`config.mk`:
```
export PLATFORM = sky130hd
export DESIGN_NAME = fetch_top
export DESIGN_NICKNAME = d
export VERILOG_FILES = /design/src/rtl/fetch_pkg.sv /design/src/rtl/fetch_icache_array.sv /design/src/rtl/fetch_top.sv
export SDC_FILE = /design/constraint.sdc
export NUM_CORES = 1
export LEC_CHECK = 0
export CAP_MARGIN = 15
export CORE_UTILIZATION = 45
export CTS_CLUSTER_SIZE = 28
export DETAILED_ROUTE_END_ITERATION = 16
export PLACE_DENSITY_LB_ADDON = 0.15
export SYNTH_ARGS = -nofsm -noshare
export SYNTH_HDL_FRONTEND = slang
export SYNTH_HIERARCHICAL = 1
export SYNTH_SLANG_ARGS = --single-unit
```
`constraint.sdc`:
```
create_clock -name clock -period 19.3 [get_ports clock]
set_input_delay 1.93 -clock clock [delete_from_list [all_inputs] [get_ports clock]]
set_output_delay 1.93 -clock clock [all_outputs]
set_load 0.01 [all_outputs]
```
`src/rtl/fetch_pkg.sv`:
```
// Shared widths and FSM state encoding for the instruction fetch stage.
package fetch_pkg;

   localparam int INSTR_WIDTH = 32;
   localparam int PC_WIDTH    = 32;

   typedef enum logic [1:0] {
      FETCH_RUN  = 2'd0,
      FETCH_REQ  = 2'd1,
      FETCH_WAIT = 2'd2
   } fetch_state_t;

endpackage

```
`src/rtl/fetch_icache_array.sv`:
```
// Direct-mapped instruction cache storage: combinational tag compare and word read,
// one fill write port. Only the valid bits are reset.
module icache_array
   import fetch_pkg::*;
#(
   parameter  int LINES      = 4,
   parameter  int LINE_BYTES = 16,
   localparam int OFF_W      = $clog2(LINE_BYTES),
   localparam int IDX_W      = $clog2(LINES),
   localparam int TAG_W      = PC_WIDTH - IDX_W - OFF_W,
   localparam int WORDS      = LINE_BYTES / 4,
   localparam int LINE_W     = LINE_BYTES * 8
) (
   input  logic                   clock,
   input  logic                   reset_c,
   input  logic [IDX_W-1:0]       rd_idx,
   input  logic [TAG_W-1:0]       rd_tag,
   input  logic [OFF_W-1:0]       rd_word,
   output logic                   rd_hit,
   output logic [INSTR_WIDTH-1:0] rd_instr,
   input  logic                   wr_en,
   input  logic [IDX_W-1:0]       wr_idx,
   input  logic [TAG_W-1:0]       wr_tag,
   input  logic [LINE_W-1:0]      wr_line
);

   logic [LINES-1:0]  valid_q;
   logic [LINES-1:0]  valid_d;
   logic [TAG_W-1:0]  tag_q  [LINES];
   logic [LINE_W-1:0] data_q [LINES];

   always_comb begin
      valid_d = valid_q;
      if (wr_en) valid_d[wr_idx] = 1'b1;
   end

   always_ff @(posedge clock or negedge reset_c) begin
      if (!reset_c) valid_q <= '0;
      else          valid_q <= valid_d;
   end

   always_ff @(posedge clock) begin
      if (wr_en) begin
         tag_q[wr_idx]  <= wr_tag;
         data_q[wr_idx] <= wr_line;
      end
   end

   assign rd_hit = valid_q[rd_idx] && (tag_q[rd_idx] == rd_tag);

   always_comb begin
      rd_instr = '0;
      for (int w = 0; w < WORDS; w++) begin
         if (rd_word == OFF_W'(w)) rd_instr = data_q[rd_idx][w*INSTR_WIDTH +: INSTR_WIDTH];
      end
   end

endmodule

```
`src/rtl/fetch_top.sv`:
```
// Instruction fetch stage: PC, icache lookup, line fill over req/rsp, redirect handling.
//   state      | meaning
//   FETCH_RUN  | look up pc each cycle; hit -> emit instr, miss -> start fill
//   FETCH_REQ  | fill request presented, waiting for mem_req_ready
//   FETCH_WAIT | request accepted, waiting for mem_rsp_valid to install the line
module fetch_top
   import fetch_pkg::*;
#(
   parameter logic [31:0] BOOT_PC      = 32'h0000_1000,
   parameter int          ICACHE_LINES = 4,
   parameter int          LINE_BYTES   = 16
) (
   input  logic                    clock,
   input  logic                    reset_c,
   input  logic                    stall_fetch,
   input  logic                    branch_taken,
   input  logic [PC_WIDTH-1:0]     branch_pc,
   output logic                    fetch_instr_valid,
   output logic [INSTR_WIDTH-1:0]  fetch_instr_data,
   output logic [PC_WIDTH-1:0]     fetch_pc,
   output logic                    fetch_exc_valid,
   output logic                    mem_req_valid,
   output logic [PC_WIDTH-1:0]     mem_req_addr,
   input  logic                    mem_req_ready,
   input  logic                    mem_rsp_valid,
   input  logic [LINE_BYTES*8-1:0] mem_rsp_data
);

   localparam int OFF_W = $clog2(LINE_BYTES);
   localparam int IDX_W = $clog2(ICACHE_LINES);
   localparam int TAG_W = PC_WIDTH - IDX_W - OFF_W;

   fetch_state_t           state_q, state_d;
   logic [PC_WIDTH-1:0]    pc_q, pc_d;
   logic [PC_WIDTH-1:0]    pend_pc_q, pend_pc_d;
   logic                   pend_vld_q, pend_vld_d;
   logic                   exc_q, exc_d;
   logic                   instr_valid_q, instr_valid_d;
   logic [INSTR_WIDTH-1:0] instr_data_q, instr_data_d;
   logic [PC_WIDTH-1:0]    fetch_pc_q, fetch_pc_d;
   logic                   req_valid_q, req_valid_d;
   logic [PC_WIDTH-1:0]    req_addr_q, req_addr_d;

   logic                   hit;
   logic [INSTR_WIDTH-1:0] hit_instr;
   logic                   fill_en;
   logic [OFF_W-1:0]       pc_off;
   logic [OFF_W-1:0]       pc_word;

   assign pc_off  = pc_q[OFF_W-1:0];
   assign pc_word = pc_off >> 2;

   icache_array #(
      .LINES      (ICACHE_LINES),
      .LINE_BYTES (LINE_BYTES)
   ) u_icache (
      .clock    (clock),
      .reset_c  (reset_c),
      .rd_idx   (pc_q[OFF_W +: IDX_W]),
      .rd_tag   (pc_q[PC_WIDTH-1 -: TAG_W]),
      .rd_word  (pc_word),
      .rd_hit   (hit),
      .rd_instr (hit_instr),
      .wr_en    (fill_en),
      .wr_idx   (req_addr_q[OFF_W +: IDX_W]),
      .wr_tag   (req_addr_q[PC_WIDTH-1 -: TAG_W]),
      .wr_line  (mem_rsp_data)
   );

   always_comb begin
      state_d       = state_q;
      pc_d          = pc_q;
      pend_pc_d     = pend_pc_q;
      pend_vld_d    = pend_vld_q;
      exc_d         = exc_q;
      instr_valid_d = instr_valid_q;
      instr_data_d  = instr_data_q;
      fetch_pc_d    = fetch_pc_q;
      req_valid_d   = req_valid_q;
      req_addr_d    = req_addr_q;
      fill_en       = 1'b0;

      case (state_q)
         FETCH_RUN: begin
            if (branch_taken) begin
               pc_d          = branch_pc;
               instr_valid_d = 1'b0;
               exc_d         = |branch_pc[1:0];
            end else if (exc_q || stall_fetch) begin
               // frozen on a misaligned pc, or decode back-pressure: hold everything
            end else if (hit) begin
               instr_data_d  = hit_instr;
               fetch_pc_d    = pc_q;
               instr_valid_d = 1'b1;
               pc_d          = pc_q + PC_WIDTH'(4);
            end else begin
               instr_valid_d = 1'b0;
               req_addr_d    = {pc_q[PC_WIDTH-1:OFF_W], OFF_W'(0)};
               req_valid_d   = 1'b1;
               state_d       = FETCH_REQ;
            end
         end
         FETCH_REQ: begin
            if (branch_taken) begin
               pend_pc_d  = branch_pc;
               pend_vld_d = 1'b1;
            end
            if (mem_req_ready) begin
               req_valid_d = 1'b0;
               state_d     = FETCH_WAIT;
            end
         end
         FETCH_WAIT: begin
            if (branch_taken) begin
               pend_pc_d  = branch_pc;
               pend_vld_d = 1'b1;
            end
            if (mem_rsp_valid) begin
               fill_en = 1'b1;
               state_d = FETCH_RUN;
               // a redirect seen during the fill takes effect as the fill completes
               if (pend_vld_d) begin
                  pc_d  = pend_pc_d;
                  exc_d = |pend_pc_d[1:0];
               end
               pend_vld_d = 1'b0;
            end
         end
         default: state_d = FETCH_RUN;
      endcase
   end

   always_ff @(posedge clock or negedge reset_c) begin
      if (!reset_c) begin
         state_q       <= FETCH_RUN;
         pc_q          <= BOOT_PC;
         pend_pc_q     <= '0;
         pend_vld_q    <= 1'b0;
         exc_q         <= 1'b0;
         instr_valid_q <= 1'b0;
         instr_data_q  <= '0;
         fetch_pc_q    <= BOOT_PC;
         req_valid_q   <= 1'b0;
         req_addr_q    <= '0;
      end else begin
         state_q       <= state_d;
         pc_q          <= pc_d;
         pend_pc_q     <= pend_pc_d;
         pend_vld_q    <= pend_vld_d;
         exc_q         <= exc_d;
         instr_valid_q <= instr_valid_d;
         instr_data_q  <= instr_data_d;
         fetch_pc_q    <= fetch_pc_d;
         req_valid_q   <= req_valid_d;
         req_addr_q    <= req_addr_d;
      end
   end

   assign fetch_instr_valid = instr_valid_q;
   assign fetch_instr_data  = instr_data_q;
   assign fetch_pc          = fetch_pc_q;
   assign fetch_exc_valid   = exc_q;
   assign mem_req_valid     = req_valid_q;
   assign mem_req_addr      = req_addr_q;

endmodule

```
==> flow_summary.toml, run 1 <==
[finish]
layout.nets = 2094
multi_input_area_um2 = 7851
proportion_of_layout_cells_with_a_drive_suffix_above_1_pct = 22.04
seqCellArea_um2 = 22670
fillers = 5257
areaGrowthSynthToFinish_pct = 20.28
fin_util_pct = 55.08

[setup_path]
slowest_stage = "buf_4"
maximum_fanout_count_along_the_critical_path = 125
worst-endpoint-arrival_ps = 6330
worst_path_largest_cell_delay_ps = 880
setup.worst_path.end_class = "register"
crit_required_ps = 19860
critical-path-top-delay-family = "simple AND/OR/NAND/NOR gates"
worstPathBufferInverterCount = 3
worst_setup_path_start_kind = "register"
path_cells = "buf_12 > buf_4 > mux4_2 > xor2_1 > a2111oi_2 > nand4_1 > nor4_2 > nor3b_1 > o2bb2ai_2 > buf_4 > or3_1 > or3_1 > nand3_1"
path_class = "register to register"

[timing]
final.setup.tns_ps = 0
finalMaxSlewViolations = 0
fmaxAchievable_mhz = 173.1
setup_repair_after_global_routing_missed_its_margin = "no"
worst_slew_pin_slew_ps = 1080
finalHoldViolations = 0
share_of_the_cycle_needed_by_the_critical_path_after_routing_pct = 29.93
finalSetupViolations = 0
max_slew_margin_pct = 27.99
clock-skew-final_ps = 20.39
finalWorstPathRequiredPeriod_ps = 5777

[grt]
grt.total_usage_pct = 20.55
antenna_found_initial = 13
overflow = 0
grt_start_max_net_pins = 156
grt_first_pass_wirelength_mm = 107.3
first_global_vias = 17037

[die]
boundaryPins = 265
chipWidth_um = 264.3
floorplan.core_area_um2 = 67630
fp-row-count = 95
initial_core_utilization_pct = 45.79
die_h_um = 264.3
fp.dieArea_um2 = 69870

[power_and_ir_drop]
powerDensity_nw_per_um2 = 135.4
power.leakage_nw = 12.89
ir_drop_v = 0.0001205

[routing]
totalWireLength_mm = 70.79
detail_route.wl_per_cell_um = 24.68
detail-route-antenna-nets = 0
route.detailed.drc = 0
detailroute.via_count = 16224
drt_pre_antenna_iters = 5
routed_via_density = 5.657
drt-initial-drc-count = 1137

[clocking]
cts.clk_slew.worst_paths_ps = 60
cts-root-to-sink-buffers = 3
htreeDepth = 3
numCtsBuffers = 81
post_cts_resized = 0
root_buffer = "clkbuf_16"
postCtsHoldBufs = 0
post_cts.repair.setup_buffers = 0
cts_num_sinks = 782
clock_latency_of_the_later_clocked_register_in_the_worst_skew_pair_ps = 620
cts_tree = "done"

[hold_path]
hold_path_class = "register to register"

[synthesis]
post_synth_arst_share_pct = 21.23
yosys_top_cell_by_area = "edfxtp_1"
seq_area_frac_synth_pct = 73.15
yosysWarningCount = 6
netlist-cell-type-count = 62
synth_commonest_cells = "616 x edfxtp_1, 164 x dfrtp_1, 144 x mux4_2"
synth_most_common_cell = "edfxtp_1"
synth_edf_count = 616
netlist_instances = 1646
synthDominantCellAreaShare_pct = 59.73
netlist_top_cells_area = "edfxtp_1 60%, dfrtp_1 13%, mux4_2 10%, mux2_2 4.3%, mux2i_1 1.8%"
number_of_storage_elements_in_the_synthesis_netlist = 782
mappedNetlistArea_um2 = 30970
synth-main-ff-cell = "edfxtp_1"
syn_avg_cell_area_um2 = 18.81

[placed_design]
dp.final_hpwl_mm = 41.35
placement.io_buffers = 260
routabilityCongestion = 0.7972

[status]
run_status = "finished clean"

[run]
maxCapViolCount = 0
logic make-up after synthesis:
logic type / share of synthesized area, %
and+or+nand+nor: 3.042
xor gates and xnor gates: 0.6505
adders and majority gates: 0.2020
DFF: 73.15
muxes: 16.61
AOI/OAI and AO/OA: 4.586
buffers and inverters: 1.741
other: 0.01211
power by group:
group	leakage (nW)	switching (mW)	internal [mW]
logic	3.85	0.601	0.583
registers	7.68	0.212	2.05
clock network	1.36	0.639	0.961
sequential cells by signal, indices dropped and copies added, names as in the netlist, 2 cells and up:
| name | flops |
|---|---|
| fetch_instr_data | 32 |
| pc_q | 32 |
| u_icache/data_q | 512 |
| state_q | 2 |
| u_icache/valid_q | 4 |
| u_icache/tag_q | 104 |
| fetch_pc | 32 |
| pend_pc_q | 32 |
| mem_req_addr | 28 |
placed cells by master (no fill, tap or decap), types with 6 or more instances in the layout:
| master | netlist | final |
|---|---|---|
| clkbuf_1 | 47 | 22 |
| a221oi_1 | 6 | 6 |
| dfrtp_1 | 164 | 161 |
| inv_1 | 15 | 15 |
| nor3_1 | 7 | 7 |
| clkinv_2 | 0 | 11 |
| mux2_2 | 118 | 118 |
| clkbuf_16 | 0 | 82 |
| nor2_1 | 30 | 28 |
| edfxtp_1 | 616 | 616 |
| a21oi_1 | 32 | 32 |
| xnor2_1 | 7 | 7 |
| o31a_1 | 6 | 6 |
| clkbuf_8 | 0 | 15 |
| buf_4 | 8 | 23 |
| nand3_1 | 11 | 10 |
| and3_1 | 22 | 20 |
| clkdlybuf4s50_1 | 0 | 258 |
| mux2i_1 | 55 | 55 |
| mux4_2 | 144 | 144 |
| xor2_1 | 16 | 16 |
| nand2_1 | 55 | 55 |
| conb_1 | 1 | 8 |
| o31ai_1 | 6 | 6 |
| a31oi_1 | 11 | 11 |
| clkinv_1 | 0 | 7 |
| a22oi_1 | 33 | 33 |
| bufinv_16 | 0 | 9 |
| nand4_1 | 8 | 8 |
| o21ai_0 | 92 | 92 |
| o22ai_1 | 13 | 13 |
| and2_1 | 7 | 7 |
routing by layer:
| metal | global-route usage, % | wire length [µm] | vias up |
|---|---|---|---|
| met5 | 0 | 116 | - |
| met3 | 4.329 | 4195 | 100 |
| li1 | - | - | 7194 |
| met2 | 32.84 | 34250 | 406 |
| met4 | 6.065 | 1364 | 16 |
| met1 | 28.56 | 30860 | 8508 |
metrics by stage:
step	setup WS [ps]	total power, mW	hold slack, ps	std cells	instance area, µm²
2_1_floorplan	4873	3.083	432.4	1653	30990
3_3_place_gp	13420	3.477	450.3	2713	34480
3_5_place_dp	13390	3.502	456.1	2713	34480
4_1_cts	13390	5.113	468.6	2865	37240
5_1_grt	13030	5.278	473.6	2866	37240
6_report	13520	5.044	473.6	2868	37250
layout make-up:
type	count	share of cell area, %
inverters	15	0.1512
multi-input cells	758	21.08
clock buffers	118	6.248
well taps	873	2.932
repair buffers	285	7.554
flip-flops and latches	782	60.85
clock inverters	34	1.169
diodes	3	0.02015
worst paths after layout:
kind	slack (ps)	end	cells after the start	from
max in group asynchronous	16280	fetch_pc[22]$_DFFE_PN0P_	2	reset_c
setup reg to reg	13520	pc_q[30]$_DFFE_PN0P_	13	pc_q[4]$_DFFE_PN0P_
hold reg to reg	470	u_icache/valid_q[3]$_DFFE_PN0P_	1	u_icache/valid_q[3]$_DFFE_PN0P_
setup / recovery	13520	pc_q[30]$_DFFE_PN0P_	13	pc_q[4]$_DFFE_PN0P_
hold / removal	470	u_icache/valid_q[3]$_DFFE_PN0P_	1	u_icache/valid_q[3]$_DFFE_PN0P_
min in group asynchronous	1470	fetch_instr_data[18]$_DFFE_PN0P_	1	reset_c
worst register-to-register path: stages, from the launching register on:
cell and delay [ps]:
dfrtp_4 470, buf_12 710, buf_4 970, mux4_2 630, xor2_1 160, a2111oi_2 290
nand4_1 170, nor4_2 780, nor3b_1 390, o2bb2ai_2 100, buf_4 280, or3_1 390
or3_1 300, nand3_1 80
Note: power is estimated with default switching activity, not from simulation.
==> run 2: changes to the inputs <==
clock period = 4.7 ns   (was 19.3 ns; I/O delays follow)
==> flow_summary.toml, run 2 (synthesis results as in run 1) <==
[timing]
finalSetupViolations = 0
fmaxAchievable_mhz = 248.0
post-route-worst-setup-slack_ps = 667.9
worst_slew_pin_slew_ps = 1361
finalWorstPathRequiredPeriod_ps = 4032
finalHoldViolations = 0
setup_repair_after_global_routing_missed_its_margin = "no"
finalMaxSlewViolations = 0
max_slew_margin_pct = 9.237
share_of_the_cycle_needed_by_the_critical_path_after_routing_pct = 85.79
final.setup.tns_ps = 0
clock-skew-final_ps = 21.11

[placed_design]
routabilityCongestion = 0.8256
placement.setup.worst_slack_ps = 548.0
placement.io_buffers = 260
dp.cells = 2724
dp.final_hpwl_mm = 42.10

[power_and_ir_drop]
p_seq_share_pct = 45.1
netSwitchingPower_mw = 6.049
ir_drop_v = 0.0003251
power.leakage_nw = 12.95
combinationalPowerShare_pct = 23.5
powerDensity_nw_per_um2 = 554.7
p_sw_share_pct = 29.19
p_clk_share_pct = 31.4
power_report.internal_total_mw = 14.67

[routing]
detailroute.via_count = 16378
routed_via_density = 5.685
totalWireLength_mm = 71.33
drt_pre_antenna_iters = 5
detail-route-antenna-nets = 0
drt-initial-drc-count = 1201
detail_route.wl_per_cell_um = 24.76
route.detailed.drc = 0

[finish]
layout_top_registers = "u_icache/data_q: 512 flops, u_icache/tag_q: 104 flops"
areaGrowthSynthToFinish_pct = 20.65
layout.nets = 2109
registers.top_by_ff_count = "u_icache/data_q"
fillers = 5210
fin_util_pct = 55.24
seqCellArea_um2 = 22660
leading_cell_types_in_the_layout_fill_and_taps_excluded = "616 x edfxtp_1, 258 x clkdlybuf4s50_1, 161 x dfrtp_1, 144 x mux4_2, 118 x mux2_2"
largest_reg_flops = 512
fin_cells = 2881
multi_input_area_um2 = 7859
layout.cells.most_common = "edfxtp_1"
proportion_of_layout_cells_with_a_drive_suffix_above_1_pct = 22.37

[clocking]
root_buffer = "clkbuf_16"
numCtsBuffers = 84
cts_tree = "done"
htreeDepth = 3
clock_latency_of_the_later_clocked_register_in_the_worst_skew_pair_ps = 630
cts.clk_slew.worst_paths_ps = 60
cts-root-to-sink-buffers = 3
cts_num_sinks = 782
post_cts_resized = 0

[die]
fp-row-count = 95
boundaryPins = 265
chipWidth_um = 264.3
initial_core_utilization_pct = 45.79
fp.dieArea_um2 = 69870
die_h_um = 264.3
floorplan.core_area_um2 = 67630

[grt]
first_global_vias = 17271
grt_first_pass_wirelength_mm = 108.0
overflow = 0
grt.total_usage_pct = 20.68
grt_start_max_net_pins = 156
antenna_found_initial = 10

[setup_path]
worst-endpoint-arrival_ps = 4510
maximum_fanout_count_along_the_critical_path = 44
critical-path-top-delay-family = "simple AND/OR/NAND/NOR gates"
crit_required_ps = 5170
setup.worst_path.end_class = "register"
path_cells = "mux4_2 > xor2_1 > nor4_1 > nand3_1 > nor4_2 > nor3b_1 > a2bb2oi_1 > buf_4 > nand2_1 > o22ai_1 > a21oi_1"
slowest_stage = "dfrtp_4"
worst_setup_path_start_kind = "register"
worst_path_largest_cell_delay_ps = 940
worstPathBufferInverterCount = 1
path_class = "register to register"

[hold_path]
hold_path_class = "input port to asynchronous set/reset pin"

[run]
maxCapViolCount = 0

[status]
run_status = "finished clean"
==> run 2: cell count changes in the layout (fill, tap and decap cells not counted), moves of 3 or more <==
cell / change
clkinv_1: +3
bufinv_16: -3
buf_12: +4
buf_4: +7
clkbuf_8: -3
inv_16: +3
==> run 2: final cells by class <==
cell class	count	share of cell area, %
clock buffers	118	6.262
multi-input cells	758	21.03
repair buffers	297	7.913
diodes	1	0.006698
clock inverters	37	1.052
flip-flops and latches	782	60.66
well taps	873	2.924
inverters	15	0.1507
==> run 2: path summary, 6_finish.rpt <==
| path | cells after the start | from | to | slack, ps |
|---|---|---|---|---|
| worst max register to register | 11 | pc_q[4]$_DFFE_PN0P_ | pc_q[0]$_DFFE_PN0P_ | 670 |
| worst max-delay path | 11 | pc_q[4]$_DFFE_PN0P_ | pc_q[0]$_DFFE_PN0P_ | 670 |
| max in group asynchronous | 3 | reset_c | pend_pc_q[2]$_DFFE_PN0P_ | 3220 |
| min in group clock | 1 | mem_rsp_data[78] | u_icache/data_q[2][78]$_DFFE_PP_ | 470 |
| worst min-delay path | 2 | reset_c | fetch_pc[14]$_DFFE_PN0P_ | 410 |
| worst min register to register | 1 | u_icache/valid_q[0]$_DFFE_PN0P_ | u_icache/valid_q[0]$_DFFE_PN0P_ | 470 |
==> run 2: worst register-to-register path: cells and delay by family (launching register included) <==
kind	cells	cell delay (ps)
buffers and inverters	1	260
multiplexers	1	670
AND/OR/NAND/NOR	5	1420
XOR/XNOR	1	150
AO/OA/AOI/OAI	3	450
flip-flops	1	940
==> run 2: power by group through the flow <==
stage	combinational [mW]	clock (mW)	sequential, mW
detailed placement	4.95	0	9.49
global route	5.28	6.90	9.45
global placement	4.91	0	9.44
finish	4.87	6.50	9.35
CTS	4.97	6.66	9.35
floorplan	3.60	0	9.02
==> run 2: per-layer routing <==
metal / vias to the layer above / GRT usage (%) / share of wire [%]
met5: - / 0 / 0.11
met4: 10 / 5.311 / 2.0
met3: 111 / 3.911 / 5.6
met2: 502 / 34.12 / 49
met1: 8534 / 28.39 / 43
li1: 7221 / - / -
==> run 2: repair_timing <==
item	in CTS	in global routing
hold endpoints to repair	55	0
hold buffers	1	0
setup buffers	0	0
==> run 2: metrics by stage <==
step | hold slack, ps | total power, mW | area (µm²)
after global placement | 452.2 | 14.35 | 34620
after detailed placement | 446.7 | 14.44 | 34620
final | 405.5 | 20.72 | 37360
after CTS | 395.1 | 20.98 | 37360
after global routing | 440.2 | 21.64 | 37360
after floorplan | 174.4 | 12.62 | 31050
==> run 3: changes to the inputs <==
CORE_ASPECT_RATIO = 1.4   (was default)
CTS_BUF_LIST = sky130_fd_sc_hd__clkbuf_8   (was default)
==> flow_summary.toml, run 3 (synthesis results as in run 1) <==
[finish]
layout.cells.most_common = "edfxtp_1"
largest_reg_flops = 512
fin_util_pct = 54.55
areaGrowthSynthToFinish_pct = 19.79
proportion_of_layout_cells_with_a_drive_suffix_above_1_pct = 23.72
layout_top_registers = "u_icache/data_q: 512 flops, u_icache/tag_q: 104 flops"
registers.top_by_ff_count = "u_icache/data_q"
fin_cells = 2998
post-route-cell-area_um2 = 37100
leading_cell_types_in_the_layout_fill_and_taps_excluded = "616 x edfxtp_1, 258 x clkdlybuf4s50_1, 161 x dfrtp_1, 147 x clkbuf_8, 144 x mux4_2"
layout.nets = 2150

[clocking]
cts-root-to-sink-buffers = 3
numCtsBuffers = 117
clock_latency_of_the_later_clocked_register_in_the_worst_skew_pair_ps = 710
cts_num_sinks = 782
htreeDepth = 3
cts.clk_slew.worst_paths_ps = 70
post_cts.repair.setup_buffers = 0
cts_tree = "done"
root_buffer = "clkbuf_8"

[timing]
finalSetupViolations = 0
fmaxAchievable_mhz = 239.2
worst_slew_pin_slew_ps = 1075
share_of_the_cycle_needed_by_the_critical_path_after_routing_pct = 88.96
finalHoldViolations = 0
finalMaxSlewViolations = 0
setup_repair_after_global_routing_missed_its_margin = "no"
final.setup.tns_ps = 0
clock-skew-final_ps = 21.82
max_slew_margin_pct = 28.34
finalWorstPathRequiredPeriod_ps = 4181

[power_and_ir_drop]
powerDensity_nw_per_um2 = 527.7
ir_drop_v = 0.0003090
power.leakage_nw = 13.02
total_power_after_layout_mw = 19.57

[routing]
routed_via_density = 5.504
drt-initial-drc-count = 1095
totalWireLength_mm = 73.11
detail_route.wl_per_cell_um = 24.39
drt_pre_antenna_iters = 5
route.detailed.drc = 0
detailroute.via_count = 16501
detail-route-antenna-nets = 0

[die]
fp-row-count = 113
chipWidth_um = 223.7
initial_core_utilization_pct = 45.54
die_h_um = 312.4
fp.dieArea_um2 = 69890
boundaryPins = 265
floorplan.core_area_um2 = 68010

[placed_design]
placement.io_buffers = 260
routabilityCongestion = 0.8416
dp.final_hpwl_mm = 45.00
placement.cell_area_um2 = 34770
dp.cells = 2779

[grt]
grt_first_pass_wirelength_mm = 110.6
first_global_vias = 17884
antenna_found_initial = 12
overflow = 0
grt_start_max_net_pins = 93
grt.total_usage_pct = 21.38

[setup_path]
path_cells = "mux4_2 > xor2_1 > nor4_1 > nand3_1 > nor4_2 > buf_4 > nor3b_1 > a2bb2oi_1 > buf_4 > nand2_1 > o22ai_1 > a21oi_1"
path_class = "register to register"
worstPathBufferInverterCount = 2
slowest_stage = "dfrtp_4"
cpMostUsedCell = "buf_4"
timing.rr.start = "pc_q[4]$_DFFE_PN0P_"
reg2regPathDepth = 12
maximum_fanout_count_along_the_critical_path = 42
regToRegSetupSlack_ps = 520
timing.critical_path.from = "pc_q[4]$_DFFE_PN0P_"
critical_path.reg2reg.endpoint = "pc_q[0]$_DFFE_PN0P_"
critical-path-top-delay-family = "simple AND/OR/NAND/NOR gates"
setup.worst_path.end_class = "register"
worst-endpoint-arrival_ps = 4720
crit_cells = 12
worst_setup_path_start_kind = "register"
worst_path_largest_cell_delay_ps = 890
crit_required_ps = 5240

[status]
run_status = "finished clean"

[hold_path]
worstHoldEndpoint = "fetch_instr_valid$_DFFE_PN0P_"
min_delay_path_depth = 2
hold_path_class = "input port to register"
beginning_of_the_worst_hold_path = "branch_taken"

[run]
maxCapViolCount = 0
-- run 3: cell types whose count changed in the layout (fill, tap and decap cells not counted), moves of 3 or more --
cell,before,now
clkinv_2,13,10
bufinv_16,6,1
inv_16,3,0
buf_4,30,35
clkbuf_16,84,0
diode_2,1,4
buf_12,6,9
clkbuf_8,12,147
inv_6,3,0
clkbuf_1,23,0
inv_1,15,61
-- run 3: how the worst max path moves through the flow --
stage / endpoint / slack (ps)
after floorplan: u_icache/valid_q[0]$_DFFE_PN0P_ / -870
after global placement: pc_q[25]$_DFFE_PN0P_ / 700
after detailed placement: pc_q[1]$_DFFE_PN0P_ / 560
after CTS: pc_q[0]$_DFFE_PN0P_ / 520
after global routing: pc_q[0]$_DFFE_PN0P_ / 240
final: pc_q[0]$_DFFE_PN0P_ / 520
-- run 3: cell type report --
| class | count | area, µm² |
|---|---|---|
| Clock inverter | 68 | 294.0 |
| Inverter | 15 | 56.30 |
| Sequential cell | 782 | 22660 |
| Multi-Input combinational cell | 758 | 7859 |
| Antenna cell | 4 | 10.01 |
| Fill cell | 5378 | 30910 |
| Timing Repair Buffer | 305 | 3054 |
| Tap cell | 920 | 1151 |
| Clock buffer | 146 | 2009 |
-- run 3: worst reg2reg max path, cell delays in order, from the launching register on --
cell and delay (ps):
dfrtp_4 890, mux4_2 670, xor2_1 160, nor4_1 440, nand3_1 220, nor4_2 210, buf_4 240, nor3b_1 370
a2bb2oi_1 200, buf_4 250, nand2_1 110, o22ai_1 160, a21oi_1 80
-- run 3: per-layer routing --
metal / track usage [%] / vias up / part of all wire (%) / routed length (µm)
li1: - / 7303 / - / -
met5: 0 / - / 0.11 / 81
met4: 8.172 / 14 / 2.8 / 2024
met1: 26.41 / 8514 / 40 / 28920
met3: 4.259 / 135 / 5.5 / 4023
met2: 37.04 / 535 / 52 / 38060
-- run 3: power by group --
group,switching [mW],total (mW),internal [mW]
sequential,0.818,9.22,8.40
clock,2.51,5.34,2.83
combinational,2.54,5.01,2.47
-- run 3: metrics by stage --
stage	worst slack (ps)	hold WS (ps)
after floorplan	-865.7	174.4
after global placement	701.6	447.1
after detailed placement	556.4	455.1
after CTS	521.0	18.72
after global routing	244.3	58.69
final	519.1	105.4
-- run 3: what timing repair did --
action | 4_1_cts | 5_1_grt
hold buffers | 1 | 0
gates resized for setup | 0 | 0
endpoints found under the setup margin | 0 | 0
hold endpoints to repair | 90 | 0
